==> src/rtl/weight_fetch_ctrl_pkg.sv <==
// Shared definitions for the weight fetch sequencer: FSM encodings and buffer depth.
package weight_fetch_ctrl_pkg;

  // FSM state encodings (kept as plain constants for legacy tool compatibility)
  localparam logic [1:0] StIdle  = 2'd0;
  localparam logic [1:0] StFetch = 2'd1;
  localparam logic [1:0] StDrain = 2'd2;
  localparam logic [1:0] StDone  = 2'd3;

  // Output buffer depth; two entries absorb the one-cycle read latency at full rate
  localparam int unsigned FETCH_BUF_DEPTH = 2;

  // A command is in progress in every state except idle
  function automatic logic state_is_busy(input logic [1:0] state);
    return state != StIdle;
  endfunction

endpackage

==> src/rtl/weight_fetch_ctrl_fetch_skid_buf.sv <==
// Two-entry synchronous FIFO holding {last, data} words returned from the weight memory.
module fetch_skid_buf
  import weight_fetch_ctrl_pkg::*;
#(
  parameter int unsigned Width = 65
) (
  input  logic             clk_i,
  input  logic             rst_ni,
  input  logic             push_i,
  input  logic [Width-1:0] data_i,
  input  logic             pop_i,
  output logic [Width-1:0] data_o,
  output logic             full_o,
  output logic             empty_o
);

  logic [Width-1:0] mem_q [FETCH_BUF_DEPTH];
  logic             wr_ptr_q;
  logic             rd_ptr_q;
  logic [1:0]       count_q;
  logic [1:0]       count_d;
  logic             do_push;
  logic             do_pop;

  // Pop frees space first, so a push into a full buffer is legal alongside a pop
  always_comb begin
    do_pop  = pop_i & (count_q != 2'd0);
    do_push = push_i & ((count_q != 2'd2) | do_pop);
    count_d = count_q;
    if (do_push && !do_pop) begin
      count_d = count_q + 2'd1;
    end else if (do_pop && !do_push) begin
      count_d = count_q - 2'd1;
    end
    full_o  = (count_q == 2'd2);
    empty_o = (count_q == 2'd0);
    data_o  = mem_q[rd_ptr_q];
  end

  // Storage and pointers; single-bit pointers wrap naturally over the two entries
  always_ff @(posedge clk_i or negedge rst_ni) begin
    if (!rst_ni) begin
      for (int i = 0; i < int'(FETCH_BUF_DEPTH); i++) begin
        mem_q[i] <= '0;
      end
      wr_ptr_q <= 1'b0;
      rd_ptr_q <= 1'b0;
      count_q  <= 2'd0;
    end else begin
      if (do_push) begin
        mem_q[wr_ptr_q] <= data_i;
        wr_ptr_q        <= ~wr_ptr_q;
      end
      if (do_pop) begin
        rd_ptr_q <= ~rd_ptr_q;
      end
      count_q <= count_d;
    end
  end

endmodule

==> src/rtl/weight_fetch_ctrl.sv <==
// Weight fetch sequencer: reads a contiguous block from the weight memory and streams it
// out over valid/ready, absorbing the memory's one-cycle read latency.
module weight_fetch_ctrl
  import weight_fetch_ctrl_pkg::*;
#(
  parameter int unsigned ADDR_WIDTH     = 10,
  parameter int unsigned DATA_OUT_WIDTH = 64
) (
  input  logic                      clk_i,
  input  logic                      rst_ni,
  input  logic                      start_i,
  input  logic [ADDR_WIDTH-1:0]     base_addr_i,
  input  logic [ADDR_WIDTH:0]       num_words_i,
  output logic                      busy_o,
  output logic                      done_o,
  output logic [ADDR_WIDTH-1:0]     mem_addr_o,
  output logic                      mem_r_en_o,
  input  logic [DATA_OUT_WIDTH-1:0] mem_data_i,
  output logic [DATA_OUT_WIDTH-1:0] w_data_o,
  output logic                      w_valid_o,
  input  logic                      w_ready_i,
  output logic                      w_last_o
);

  logic [1:0]            state_q, state_d;
  logic [ADDR_WIDTH-1:0] addr_q, addr_d;
  logic [ADDR_WIDTH:0]   num_q, num_d;
  logic [ADDR_WIDTH:0]   issued_q, issued_d;
  logic                  inflight_q, inflight_d;
  logic                  inflight_last_q, inflight_last_d;

  logic                      buf_full;
  logic                      buf_empty;
  logic                      buf_valid;
  logic [DATA_OUT_WIDTH:0]   buf_head;
  logic                      head_last;
  logic                      pop;
  logic [2:0]                occupancy;
  logic [2:0]                need;
  logic                      issue;
  logic                      last_issue;

  // Issue decision: count buffered words plus the word in flight, minus one leaving now
  always_comb begin
    buf_valid  = ~buf_empty;
    head_last  = buf_head[DATA_OUT_WIDTH];
    pop        = buf_valid & w_ready_i;
    occupancy  = buf_full ? 3'd2 : (buf_empty ? 3'd0 : 3'd1);
    need       = occupancy + {2'b00, inflight_q} - {2'b00, pop};
    issue      = (state_q == StFetch) && (issued_q != num_q) && (need < 3'd2);
    last_issue = (issued_q + {{ADDR_WIDTH{1'b0}}, 1'b1}) == num_q;
  end

  // Next-state logic for the FSM, address and issue counters
  always_comb begin
    state_d         = state_q;
    addr_d          = addr_q;
    num_d           = num_q;
    issued_d        = issued_q;
    inflight_d      = issue;
    inflight_last_d = issue & last_issue;
    if (issue) begin
      addr_d   = addr_q + {{(ADDR_WIDTH-1){1'b0}}, 1'b1};
      issued_d = issued_q + {{ADDR_WIDTH{1'b0}}, 1'b1};
    end
    unique case (state_q)
      StIdle: begin
        if (start_i) begin
          addr_d   = base_addr_i;
          num_d    = num_words_i;
          issued_d = '0;
          state_d  = (num_words_i == '0) ? StDone : StFetch;
        end
      end
      StFetch: begin
        if (issue && last_issue) begin
          state_d = StDrain;
        end
      end
      StDrain: begin
        if (pop && head_last) begin
          state_d = StDone;
        end
      end
      StDone: begin
        state_d = StIdle;
      end
      default: state_d = StIdle;
    endcase
  end

  // Controller state; reset also discards any read still in flight
  always_ff @(posedge clk_i or negedge rst_ni) begin
    if (!rst_ni) begin
      state_q         <= StIdle;
      addr_q          <= '0;
      num_q           <= '0;
      issued_q        <= '0;
      inflight_q      <= 1'b0;
      inflight_last_q <= 1'b0;
    end else begin
      state_q         <= state_d;
      addr_q          <= addr_d;
      num_q           <= num_d;
      issued_q        <= issued_d;
      inflight_q      <= inflight_d;
      inflight_last_q <= inflight_last_d;
    end
  end

  fetch_skid_buf #(
    .Width (DATA_OUT_WIDTH + 1)
  ) u_buf (
    .clk_i   (clk_i),
    .rst_ni  (rst_ni),
    .push_i  (inflight_q),
    .data_i  ({inflight_last_q, mem_data_i}),
    .pop_i   (pop),
    .data_o  (buf_head),
    .full_o  (buf_full),
    .empty_o (buf_empty)
  );

  // Outputs; stream data is zeroed when nothing is valid so idle outputs stay clean
  always_comb begin
    busy_o     = state_is_busy(state_q);
    done_o     = (state_q == StDone);
    mem_addr_o = addr_q;
    mem_r_en_o = issue;
    w_valid_o  = buf_valid;
    w_data_o   = buf_valid ? buf_head[DATA_OUT_WIDTH-1:0] : '0;
    w_last_o   = buf_valid & head_last;
  end

endmodule

==> config.mk <==
export PLATFORM = sky130hd
export DESIGN_NAME = weight_fetch_ctrl
export DESIGN_NICKNAME = d
export VERILOG_FILES = /design/src/rtl/weight_fetch_ctrl_pkg.sv /design/src/rtl/weight_fetch_ctrl_fetch_skid_buf.sv /design/src/rtl/weight_fetch_ctrl.sv
export SDC_FILE = /design/constraint.sdc
export NUM_CORES = 1
export LEC_CHECK = 0
export BUFFER_PORTS_ARGS = -buffer_cell sky130_fd_sc_hd__buf_2
export CAP_MARGIN = 10
export CORE_MARGIN = 3
export CORE_UTILIZATION = 55
export DETAILED_ROUTE_END_ITERATION = 10
export MAX_ROUTING_LAYER = met4
export PLACE_DENSITY = 0.9
export SLEW_MARGIN = 20
export SYNTH_ARGS = -nofsm -noshare
export SYNTH_HDL_FRONTEND = slang
export SYNTH_SLANG_ARGS = --single-unit
==> constraint.sdc <==
create_clock -name clk_i -period 3.8 [get_ports clk_i]
set_input_delay 0.76 -clock clk_i [delete_from_list [all_inputs] [get_ports clk_i]]
set_output_delay 0.76 -clock clk_i [all_outputs]
set_load 0.02 [all_outputs]
**Word-level counts from Yosys, hierarchy flattened**

Cells that the tools add are included.

- Word-level logic and storage cells: 81
- Register bits: 170
- Output and inout port bits: 79
- Input port bits: 89

- Multiplexer cells: 22
- Reduce and logical (&&, ||, !) cells: 17
- $add $sub $neg: 6
- Magnitude comparators: 4
- Equal/unequal tests: 10
- Bitwise operators: 11

Operators by type and width:

| kind | number |
|---|---|
| 65-bit two-way mux | 4 |
| 130-bit bitwise mux | 1 |
| 65-bit demux with 1-bit select | 1 |
| 64-bit two-way mux | 1 |
| 11-bit two-way mux | 3 |
| 10-bit two-way mux | 3 |
| 2-bit two-way mux | 7 |
| 11-bit by 1-bit adder with 11-bit output (second input constant) | 1 |
| 11-bit equality test | 1 |
| 11-bit zero test | 1 |
| 11-bit != test | 1 |
| 10-bit by 1-bit adder with 10-bit output (second input constant) | 1 |
| 2-bit case mux with 4 select lines | 1 |
| 1-bit logical AND | 7 |
| 2-bit equality test (second input constant) | 3 |
| 2-bit != test (second input constant) | 3 |
| 2-bit nonzero test | 3 |
| 1-bit bitwise AND | 5 |
| 2-bit >= comparator (second input constant) | 2 |
| 2-bit zero test | 2 |
| 1-bit NOT with 2-bit output | 2 |
| 2-bit by 1-bit adder with 3-bit output | 1 |
| 3-bit by 2-bit less-than comparator with 1-bit output (second input constant) | 1 |
| 1-bit NOT | 3 |
| 11 further kinds | 12 |

**Longest topological paths before layout**

Gate-level depths: netlist of run 1.

- Depth after elaboration: 10
- Gate-level depth with buffers: 14
- Depth with buffers taken out: 13

**Modules after synthesis**

From an unflattened synthesis of run 1, not the netlist that was laid out.

- Cells, all modules: 709
- Area, all modules: 9048.7 sq um

Modules (own cells, without submodules):

| module | area an instance (sq um) | seq. area each (sq um) | cells each | instances |
|---|---|---|---|---|
| fetch_skid_buf | 6214.7 | 3353.2 | 365 | 1 |
| weight_fetch_ctrl | 2834.0 | 900.9 | 344 | 1 |

**Least setup slack after synthesis of run 1**

Ideal clock, no wire load.

- Path type: input to output
- Start point: in w_ready_i
- End point: out mem_r_en_o
- Required time: 3040 ps
- Path slack: 670 ps
- Buffers on the path: 1
- Arrival time: 2370 ps
- Stages: 8
- Cells stage by stage: nand2_1 -> inv_1 -> ha_1 -> nor2b_1 -> ha_1 -> a311o_1 -> a31oi_2 -> buf_2

- Word-level cells in the longest chain between the ends: 4

RTL lines:

| item | line | text |
|---|---|---|
| start: declaration | weight_fetch_ctrl.sv:21 | `input logic w_ready_i,` |
| 1-bit bitwise AND | weight_fetch_ctrl.sv:47 | `pop = buf_valid & w_ready_i;` |
| 3-bit by 1-bit subtractor with 3-bit output | weight_fetch_ctrl.sv:49 | `need = occupancy + {2'b00, inflight_q} - {2'b00, pop};` |
| 3-bit by 2-bit less-than comparator with 1-bit output | weight_fetch_ctrl.sv:50 | `issue = (state_q == StFetch) && (issued_q != num_q) && (need < 3'd2);` |
| 1-bit logical AND | weight_fetch_ctrl.sv:50 |  |
| end: declaration | weight_fetch_ctrl.sv:17 | `output logic mem_r_en_o,` |

No other way between the ends.

**Worst setup path after layout of run 1**

- Start point: reg u_buf.count_q[0]
- End point: out mem_r_en_o

- Word-level cells in the longest chain between the ends: 7
- Elaborated cells on any way between the ends: 10
- Those cells by class: add/sub (2); order compare (1); eq/ne (1); mux (2); bitwise (2); reduce/logical (2)

RTL lines:

| item | line | text |
|---|---|---|
| start: declaration | weight_fetch_ctrl_fetch_skid_buf.sv:20 | `logic [1:0] count_q;` |
| start signal: assignment | weight_fetch_ctrl_fetch_skid_buf.sv:57 | `count_q <= count_d;` |
| 2-bit zero test | weight_fetch_ctrl_fetch_skid_buf.sv:36 | `empty_o = (count_q == 2'd0);` |
| 1-bit two-way mux | weight_fetch_ctrl.sv:48 | `occupancy = buf_full ? 3'd2 : (buf_empty ? 3'd0 : 3'd1);` |
| 2-bit two-way mux | weight_fetch_ctrl.sv:48 |  |
| 2-bit by 1-bit adder with 3-bit output | weight_fetch_ctrl.sv:49 |  |
| 3-bit by 1-bit subtractor with 3-bit output * | weight_fetch_ctrl.sv:49 |  |
| 3-bit by 2-bit less-than comparator with 1-bit output * | weight_fetch_ctrl.sv:50 |  |
| 1-bit logical AND * | weight_fetch_ctrl.sv:50 |  |

Every way passes the cells marked *; elsewhere a longest branch is shown, timed or not.

==> flow_metrics.tcl, run 1 <==
set metrics [dict create \
    period_minus_slack_ps 3510 \
    finalSetupTns_ps 0 \
    nNetsFinal 942 \
    critical_path_buf_inv_count 3 \
    fin_skew_ps 6.82 \
    cp-start-kind "flop" \
    topRoutingLayerUsed "met4" \
    critPathMaxFanout 4 \
    numPortBuffers 167 \
    p_per_area_nw_per_um2 958 \
    syn_area_um2 8100 \
    first_global_vias 5803 \
    fin_util_pct 68.9 \
    drt_pass1_iterations 4 \
    num_vias 5599 \
    yosysWarnings 0 \
    drt-met1-wl_um 6890 \
    clk_pin_slew_worst_paths_ps 70 \
    min_path_type "input port to async pin" \
    post-route-period-util_pct 92.5 \
    netlist_top_cells_area "dfrtp_1 (53%), mux2_2 (18%), mux2i_1 (8.6%)" \
    vias_per_cell 5.40 \
    dieArea_um2 16200 \
    grt_usage_pct 22.2 \
    place_inst 1004 \
    crit_chain "nor2_4 -> inv_1 -> nand2_1 -> inv_1 -> ha_1 -> xnor2_1 -> ha_1 -> a311o_1 -> a31oi_2 -> buf_2" \
    pin_count 168 \
    syn_to_final_growth_pct 20.3 \
    ant_nets 0 \
    synth_top_cell_area_share_pct 52.5 \
    numCtsBuffers 17 \
    fmax_ghz 0.285 \
    setup_viol 0 \
    wl_per_cell_um 16.2 \
    synth_fp_nets 785 \
    clk_latency_ps 420 \
    core-area_um2 14100 \
    slew_headroom_pct 48.2 \
    drt_iter0_markers 262 \
    ir_drop_v 0.000716 \
    worstSetupEndpointType "output pin" \
    final_cell_area_um2 9750 \
    finalHoldViolCount 0 \
    placed_cell_area_um2 9150 \
    critPathKind "flop to output pin" \
    finalNonFillerCells 1036 \
    wl_um 16800 \
    syn_inst 686 \
    yosysUniqueCellTypes 37 \
    hpwlAfterDp_um 11500 \
    cts_resized 0 \
    diodes 0 \
    critPathArrivalTime_ps 2750 \
    required_ps 3040 \
    start_util_pct 57.2 \
    synth_top_area_cell "dfrtp_1" \
    gp_congestion 0.850 \
    htreeDepth 4 \
    die_h_um 127 \
    clk_path_buf_depth 2 \
    grt_overflow_total 0 \
    dr_wl_met2_um 8600 \
    crit_family "compound AO/OA/AOI/OAI gates" \
    maxCapViolations 0 \
    grt_pass1_wl_um 28000 \
    drive_gt1_share_pct 41.0 \
    drc_errors 0 \
    antenna_found_initial 0 \
    p_leak_uw 0.00473 \
    critPathMaxStageDelay_ps 450 \
    grt_start_max_net_pins 87 \
    cts_tree "done" \
    clockRootBuffer "clkbuf_16" \
    cp_slowest_cell "dfrtp_1" \
    syn_area_per_cell_um2 11.8 \
    rows 43 \
    whs_ps 393 \
    post-cts-setup-buffers 0 \
    cts.sinks 170 \
    finalMaxSlewViolations 0 \
    status "finished, final reports clean" \
    yosysSeqAreaShare_pct 52.5 \
    wl_met3_um 1020 \
    die_w_um 127 \
    rsz0062_at_grt "no" \
    ys_seq_elements 170 \
    cts_hold_buf 0 \
    tightest_slew_ps 777 \
]
-- report_power, final --
part           total [uW]  switching, uW  internal (uW)
logic                4370           2410           1960
clock network        1710            697           1010
registers            3270            587           2680
-- cell type report --
type | instances | area (um^2)
inverter | 10 | 37.5
clock buffer | 20 | 457
fill | 1006 | 4400
sequential | 170 | 4260
clock inverter | 12 | 138
tap | 180 | 225
timing repair buffer | 178 | 975
multi-input combinational | 466 | 3660
-- sequential cells by signal (all words and copies together) (netlist names) --
name             cells
state_q              2
u_buf.wr_ptr_q       1
mem_addr_o          10
inflight_last_q      1
issued_q            11
inflight_q           1
u_buf.mem_q        130
u_buf.rd_ptr_q       1
u_buf.count_q        2
num_q               11
-- metrics by stage --
| step | worst slack [ps] | power (uW) |
|---|---|---|
| floorplan | 670 | 6360 |
| detailed placement | 470 | 7680 |
| CTS | 257 | 9440 |
| finish | 285 | 9340 |
| global route | 150 | 9940 |
| global placement | 552 | 7520 |
-- cell usage after synthesis --
library cell / n
nand2_1: 65
a21oi_1: 4
o2111a_2: 1
and3_1: 4
and2_1: 2
mux2_2: 130
nand3b_1: 1
dfrtp_1: 170
clkbuf_1: 19
nor3_1: 3
o221a_4: 1
a31oi_2: 1
buf_1: 6
o21ai_0: 17
nand4_2: 1
nand2b_1: 1
a311o_1: 1
and3_2: 1
nor4_1: 4
inv_1: 10
mux2i_1: 70
buf_2: 15
nand4_1: 4
or3_1: 1
a32o_1: 1
a211o_1: 1
xnor2_1: 24
and4_2: 1
nand3_1: 4
or3_4: 1
ha_1: 10
and4b_1: 1
nor2b_1: 2
nor4bb_1: 1
xor2_1: 18
nand4b_1: 1
nor2_1: 89
-- cell families (layout without fill, tap and decap cells) --
logic type,count (synthesis),in the layout,share of synthesized area [%]
muxes,200,200,26.7
and+or+nand+nor,187,187,9.92
DFF,170,170,52.5
buffers and inverters,50,220,2.55
xor gates and xnor gates,42,42,4.54
AOI/OAI and AO/OA,27,27,2.21
adders and majority gates,10,10,1.54
-- path summary, 6_finish.rpt --
kind | startpoint | to | slack, ps | depth (start not counted)
max | u_buf.count_q[0] | mem_r_en_o | 290 | 10
min | rst_ni | u_buf.mem_q[36] | 390 | 1
max reg2reg | u_buf.count_q[0] | mem_addr_o[9] | 630 | 14
min reg2reg | num_q[5] | num_q[5] | 500 | 2
max in group asynchronous | rst_ni | num_q[7] | 2620 | 2
min in group clk_i | num_q[5] | num_q[5] | 500 | 2
-- per-layer routing --
layer,global-route usage (%),up-vias
li1,-,2666
met1,26.2,2731
met2,37.8,176
met3,5.14,26
met4,6.81,0
met5,-,-
-- cells in the final DEF (no fill, tap or decap), types with 3 or more instances in the layout --
cell type,Yosys,layout
dfrtp_1,170,169
buf_2,15,166
mux2_2,130,130
nor2_1,89,87
mux2i_1,70,70
nand2_1,65,64
xnor2_1,24,24
xor2_1,18,18
o21ai_0,17,17
clkbuf_16,0,17
inv_1,10,10
ha_1,10,10
buf_4,0,7
and3_1,4,4
nand4_1,4,4
nand3_1,4,4
a21oi_1,4,4
nor4_1,4,4
buf_12,0,4
nor3_1,3,3
inv_6,0,3
clkinv_4,0,3
Note: power is estimated with default switching activity, not from simulation.
==> run 2, diff against run 1 <==
--- a/config.mk
+++ b/config.mk
@@ -12,7 +12,6 @@
 export DETAILED_ROUTE_END_ITERATION = 10
 export MAX_ROUTING_LAYER = met4
 export PLACE_DENSITY = 0.9
-export SLEW_MARGIN = 20
 export SYNTH_ARGS = -nofsm -noshare
 export SYNTH_HDL_FRONTEND = slang
 export SYNTH_SLANG_ARGS = --single-unit
==> constraint.sdc (replaced) <==
create_clock -name clk_i -period 3.8 [get_ports clk_i]
set_input_delay 0.76 -clock clk_i [delete_from_list [all_inputs] [get_ports clk_i]]
set_output_delay 0.76 -clock clk_i [all_outputs]
set_load 0.01 [all_outputs]
==> run 2 against run 1 <==
Net effect: largest cell class unchanged; global-route usage grew 0.12 points; sequential power barely moved; core utilization increased by 0.097 points; design area increased by 0.14%; flip-flop and latch count did not move; hold slack worse by 8.2 ps; final cell count down 0.19%; worst setup slack improved by 150 ps; clock skew grew 4.1 ps; combinational power fell by 12%; count of clock-buffer cells in the layout increased by 1; critical endpoint unchanged.
==> flow_metrics.tcl, run 2 (synthesis gave the netlist of run 1 again) <==
set metrics [dict create \
    status "finished, final reports clean" \
    maxCapViolations 0 \
    grt_overflow_total 0 \
    slew_headroom_pct 29.4 \
    period_minus_slack_ps 3360 \
    die_w_um 127 \
    finalHoldViolCount 0 \
    first_global_vias 5872 \
    grtUsageMet1_pct 26.9 \
    r2r_cells 14 \
    use_met2_pct 37.7 \
    hpwlAfterDp_um 11700 \
    critical_path_buf_inv_count 3 \
    final_cell_area_um2 9760 \
    r2r_setup_slack_ps 720 \
    fin_util_pct 69.0 \
    rows 43 \
    num_vias 5658 \
    critPathMaxStageDelay_ps 450 \
    whs_ps 385 \
    drt_pass1_iterations 4 \
    grt_start_max_net_pins 90 \
    crit_family "compound AO/OA/AOI/OAI gates" \
    cts_tree "done" \
    finalMaxSlewViolations 0 \
    ant_nets 0 \
    fmax_ghz 0.298 \
    cp_slowest_cell "dfrtp_1" \
    drive_gt1_share_pct 40.9 \
    clk_path_buf_depth 2 \
    crit_chain "nor2_4 -> inv_1 -> nand2_1 -> inv_1 -> ha_1 -> nor2b_1 -> ha_1 -> a311o_1 -> a31oi_2 -> buf_2" \
    ir_drop_v 0.000531 \
    clockRootBuffer "clkbuf_16" \
    rr_endpoint "mem_addr_o[9]" \
    p_per_area_nw_per_um2 921 \
    required_ps 3040 \
    numPortBuffers 167 \
    core-area_um2 14100 \
    mostFrequentLayoutCells "dfrtp_1 (169), buf_2 (166), mux2_2 (130)" \
    critPathMaxFanout 4 \
    syn_to_final_growth_pct 20.5 \
    largest_register_ffs 130 \
    post-route-period-util_pct 88.4 \
    worstSetupEndpointType "output pin" \
    top_regs "u_buf.mem_q: 130 flops, issued_q: 11 flops, num_q: 11 flops" \
    die_h_um 127 \
    vias_per_cell 5.47 \
    critPathKind "flop to output pin" \
    wl_um 17100 \
    wl_per_cell_um 16.6 \
    start_util_pct 57.2 \
    grt_pass1_wl_um 28000 \
    rsz0062_at_grt "no" \
    antenna_found_initial 0 \
    finalSetupTns_ps 0 \
    cp-start-kind "flop" \
    largest_register "u_buf.mem_q" \
    diodes 0 \
    gp_congestion 0.899 \
    cts.sinks 170 \
    reg2reg_from "u_buf.count_q[0]" \
    fin_skew_ps 10.9 \
    pin_count 168 \
    layout_commonest_cell "dfrtp_1" \
    numCtsBuffers 17 \
    clk_latency_ps 430 \
    setup_viol 0 \
    critPathArrivalTime_ps 2600 \
    placed_cell_area_um2 9130 \
    drc_errors 0 \
    nNetsFinal 940 \
    p_leak_uw 0.00473 \
    cts_resized 0 \
    htreeDepth 4 \
    tightest_slew_ps 1060 \
    drt_iter0_markers 286 \
    dieArea_um2 16200 \
    min_path_type "input port to async pin" \
    clk_pin_slew_worst_paths_ps 60 \
    grt_usage_pct 22.3 \
    met3_usage_pct 4.39 \
    post-cts-setup-buffers 0 \
    gr-max-usage-layer "met2" \
    cts_hold_buf 0 \
]
## run 2: cell types whose count changed in the layout (fill, tap and decap cells not counted), sizes merged
cell / previous run / this run
buf: 178 / 176
bufinv: 2 / 3
clkbuf: 20 / 21
clkinv: 5 / 2
inv: 13 / 14
## run 2: cell type report
| class | instances | area, um^2 |
|---|---|---|
| Clock buffer | 21 | 480 |
| Clock inverter | 11 | 156 |
| Fill cell | 1029 | 4390 |
| Inverter | 10 | 37.5 |
| Multi-Input combinational cell | 466 | 3660 |
| Sequential cell | 170 | 4260 |
| Tap cell | 180 | 225 |
| Timing Repair Buffer | 176 | 947 |
## run 2: report_power, final
part           switching, uW  total [uW]  internal, uW
sequential               614        3300          2680
clock                    725        1840          1120
combinational           1910        3860          1940
total                   3250        9000          5740
## run 2: worst reg2reg max path, stage by stage, from the launching register on
cell and delay, ps:
dfrtp_1 450, nor2_4 130, inv_1 50, nand2_1 130, inv_1 60, ha_1 280, nor2b_1 120, ha_1 230
a311o_1 360, a31oi_2 180, buf_4 250, nand4_1 250, nor2_1 190, xnor2_1 130, o21ai_0 90
## run 2: metrics by stage
step / setup WS [ps] / total power, uW / instances
after detailed placement: 507 / 7200 / 1002
after CTS: 418 / 9090 / 1034
after global placement: 595 / 7030 / 1002
after floorplan: 703 / 5880 / 686
final: 440 / 9000 / 1034
after global routing: 297 / 9590 / 1034
## run 2: per-layer routing
layer / wire (um) / up-vias
met5: 0 / -
met4: 287 / 0
met1: 7160 / 2822
met2: 8750 / 156
li1: - / 2654
met3: 941 / 26
## run 2: worst max-delay path by stage
stage          depth (start not counted)              from            end  slack, ps
6_report                              10  u_buf.count_q[0]     mem_r_en_o        440
3_3_place_gp                          13         w_ready_i  mem_addr_o[9]        590
3_5_place_dp                          13         w_ready_i  mem_addr_o[9]        510
4_1_cts                               10  u_buf.count_q[0]     mem_r_en_o        420
2_1_floorplan                          8         w_ready_i     mem_r_en_o        700
5_1_grt                               10  u_buf.count_q[0]     mem_r_en_o        300
==> run 3, diff against run 2 <==
--- a/config.mk
+++ b/config.mk
@@ -8,10 +8,11 @@
 export BUFFER_PORTS_ARGS = -buffer_cell sky130_fd_sc_hd__buf_2
 export CAP_MARGIN = 10
 export CORE_MARGIN = 3
-export CORE_UTILIZATION = 55
+export CORE_UTILIZATION = 56
 export DETAILED_ROUTE_END_ITERATION = 10
 export MAX_ROUTING_LAYER = met4
 export PLACE_DENSITY = 0.9
 export SYNTH_ARGS = -nofsm -noshare
 export SYNTH_HDL_FRONTEND = slang
+export SYNTH_HIERARCHICAL = 1
 export SYNTH_SLANG_ARGS = --single-unit
==> run 3 against run 2 <==
Net effect: first-iteration DRC count rose by 32%; clock skew fell by 2.4 ps; largest cell class is now multi-input combinational cells; combinational power rose by 15%; via count rose by 7.2%; highest routed layer unchanged; critical endpoint unchanged; total power rose by 7.4%; routed wire length rose by 18%; count of clock-buffer cells in the layout did not move.
==> flow_metrics.tcl, run 3 <==
set metrics [dict create \
    synth_ff_type "dfrtp_1" \
    syn_area_per_cell_um2 12.8 \
    grt_start_max_net_pins 83 \
    r2r_cells 10 \
    netlist_top_cells_area "dfrtp_1 (47%), mux2_4 (17%), mux2_2 (12%)" \
    r2r_setup_slack_ps 670 \
    reg2reg_from "u_buf/count_q[0]" \
    cts_hold_buf 0 \
    p_per_area_nw_per_um2 904 \
    finalNonFillerCells 1086 \
    drt_pass1_iterations 5 \
    maxCapViolations 0 \
    top_regs "u_buf/mem_q: 130 flops, issued_q: 11 flops, num_q: 11 flops" \
    whs_ps 379 \
    drc_errors 0 \
    rsz0062_at_grt "no" \
    post-route-period-util_pct 92.5 \
    tightest_slew_ps 1190 \
    post-cts-setup-buffers 0 \
    htreeDepth 4 \
    num_vias 6065 \
    yosysUniqueCellTypes 55 \
    ir_drop_v 0.000519 \
    wl_per_cell_um 18.6 \
    yosysMostFrequentCell "dfrtp_1" \
    cts_tree "done" \
    numPortBuffers 167 \
    grt_pass1_wl_um 33200 \
    critPathKind "flop to output pin" \
    p_leak_uw 0.00500 \
    required_ps 3040 \
    synth_top_area_cell "dfrtp_1" \
    first_global_vias 6392 \
    worstSetupEndpointType "output pin" \
    synth-edff-count 0 \
    syn_to_final_growth_pct 18.0 \
    drive_gt1_share_pct 47.5 \
    vias_per_cell 5.58 \
    start_util_pct 58.4 \
    clockRootBuffer "clkbuf_16" \
    cp_common_cell "xnor2_1" \
    min_path_type "input port to async pin" \
    grt_overflow_total 0 \
    clk_pin_slew_worst_paths_ps 60 \
    cts_resized 0 \
    synth_top_cell_area_share_pct 47.0 \
    slew_headroom_pct 20.8 \
    cp-start-kind "flop" \
    syn_inst 709 \
    hpwlAfterDp_um 13200 \
    critPathArrivalTime_ps 2750 \
    largest_register_ffs 130 \
    mostFrequentLayoutCells "dfrtp_1 (169), buf_2 (166), mux2_4 (100)" \
    diodes 0 \
    rows 45 \
    drt_iter0_markers 378 \
    antenna_found_initial 0 \
    place_inst 1055 \
    die_w_um 133 \
    synth_fp_nets 807 \
    cp_slowest_cell "dfrtp_1" \
    period_minus_slack_ps 3510 \
    finalSetupTns_ps 0 \
    synth_commonest_cells "dfrtp_1 (170), mux2_4 (100), mux2_2 (95), nor2b_1 (68), nand2_1 (55)" \
    critPathMaxStageDelay_ps 480 \
    finalMaxSlewViolations 0 \
    clk_path_buf_depth 2 \
    fmax_ghz 0.285 \
    grt_usage_pct 23.8 \
    numCtsBuffers 17 \
    syn_area_um2 9050 \
    critPathMaxFanout 6 \
    largest_register "u_buf/mem_q" \
    dieArea_um2 17700 \
    clk_latency_ps 420 \
    core-area_um2 15500 \
    rr_endpoint "mem_addr_o[9]" \
    ant_nets 0 \
    layout_commonest_cell "dfrtp_1" \
    finalHoldViolCount 0 \
    cts.sinks 170 \
    yosysSeqAreaShare_pct 47.0 \
    setup_viol 0 \
    yosysWarnings 6 \
    wl_um 20200 \
    gp_congestion 0.875 \
    pin_count 168 \
    crit_chain "nor2b_1 -> xnor2_1 -> nand3_1 -> fa_1 -> xnor2_1 -> and3_1 -> nand2_1 -> inv_1 -> buf_2" \
    die_h_um 133 \
    synthArstFlopShare_pct 100 \
    status "finished, final reports clean" \
    nNetsFinal 961 \
    fin_skew_ps 8.46 \
    ys_seq_elements 170 \
]
==> run 3: per-layer routing <==
| layer | part of all wire (%) | track usage, % |
|---|---|---|
| met2 | 47 | 37.2 |
| met4 | 1.5 | 5.77 |
| met1 | 46 | 32.2 |
| met3 | 5.4 | 5.29 |
| met5 | 0 | - |
==> run 3: worst max-delay path by stage <==
| stage | slack, ps | start | end |
|---|---|---|---|
| floorplan | 730 | w_ready_i | mem_r_en_o |
| global placement | 680 | w_ready_i | mem_addr_o[8] |
| detailed placement | 590 | w_ready_i | mem_addr_o[9] |
| CTS | 290 | u_buf/count_q[0] | mem_r_en_o |
| global route | 120 | u_buf/count_q[0] | mem_r_en_o |
| finish | 290 | u_buf/count_q[0] | mem_r_en_o |
==> run 3: through the flow <==
stage / instance area, um^2 / total power [uW] / utilization [%] / worst slack [ps]
2_1_floorplan: 9050 / 6360 / - / 728
3_3_place_gp: 10000 / 7530 / 64.8 / 678
3_5_place_dp: 10000 / 7710 / 64.8 / 586
4_1_cts: 10700 / 9700 / 69.0 / 289
5_1_grt: 10700 / 10200 / 69.0 / 117
6_report: 10700 / 9660 / 69.0 / 286
==> run 3: final cells by class <==
| cell class | instances | area [um^2] |
|---|---|---|
| fill | 1050 | 4800 |
| timing repair buffer | 177 | 980 |
| clock buffer | 21 | 460 |
| multi-input combinational | 491 | 4510 |
| clock inverter | 10 | 190 |
| inverter | 6 | 22.5 |
| tap | 211 | 264 |
| sequential | 170 | 4260 |
==> run 3: cells by family (layout without fill, tap and decap cells) <==
family,Yosys count,count (layout),synth area share (%)
flops,170,170,47.0
compound gates,37,37,3.29
mux,196,196,28.5
xor+xnor,36,36,3.48
simple gates,213,213,13.0
buf+inv,48,214,3.39
fa+ha+maj,9,9,1.33
==> run 3: power by group <==
part           switching [uW]  leakage (uW)  internal, uW  total, uW
clock network             701      0.000318          1200       1900
logic                    1970       0.00263          2470       4440
registers                 645       0.00205          2670       3310
total                    3310       0.00500          6340       9660
==> run 3: critical path, delay by kind of cell (launching register included) <==
family / cells / cell delay, ps
xor gates and xnor gates: 2 / 310
adders and majority gates: 1 / 400
buffers and inverters: 2 / 250
DFF: 1 / 480
and+or+nand+nor: 4 / 910
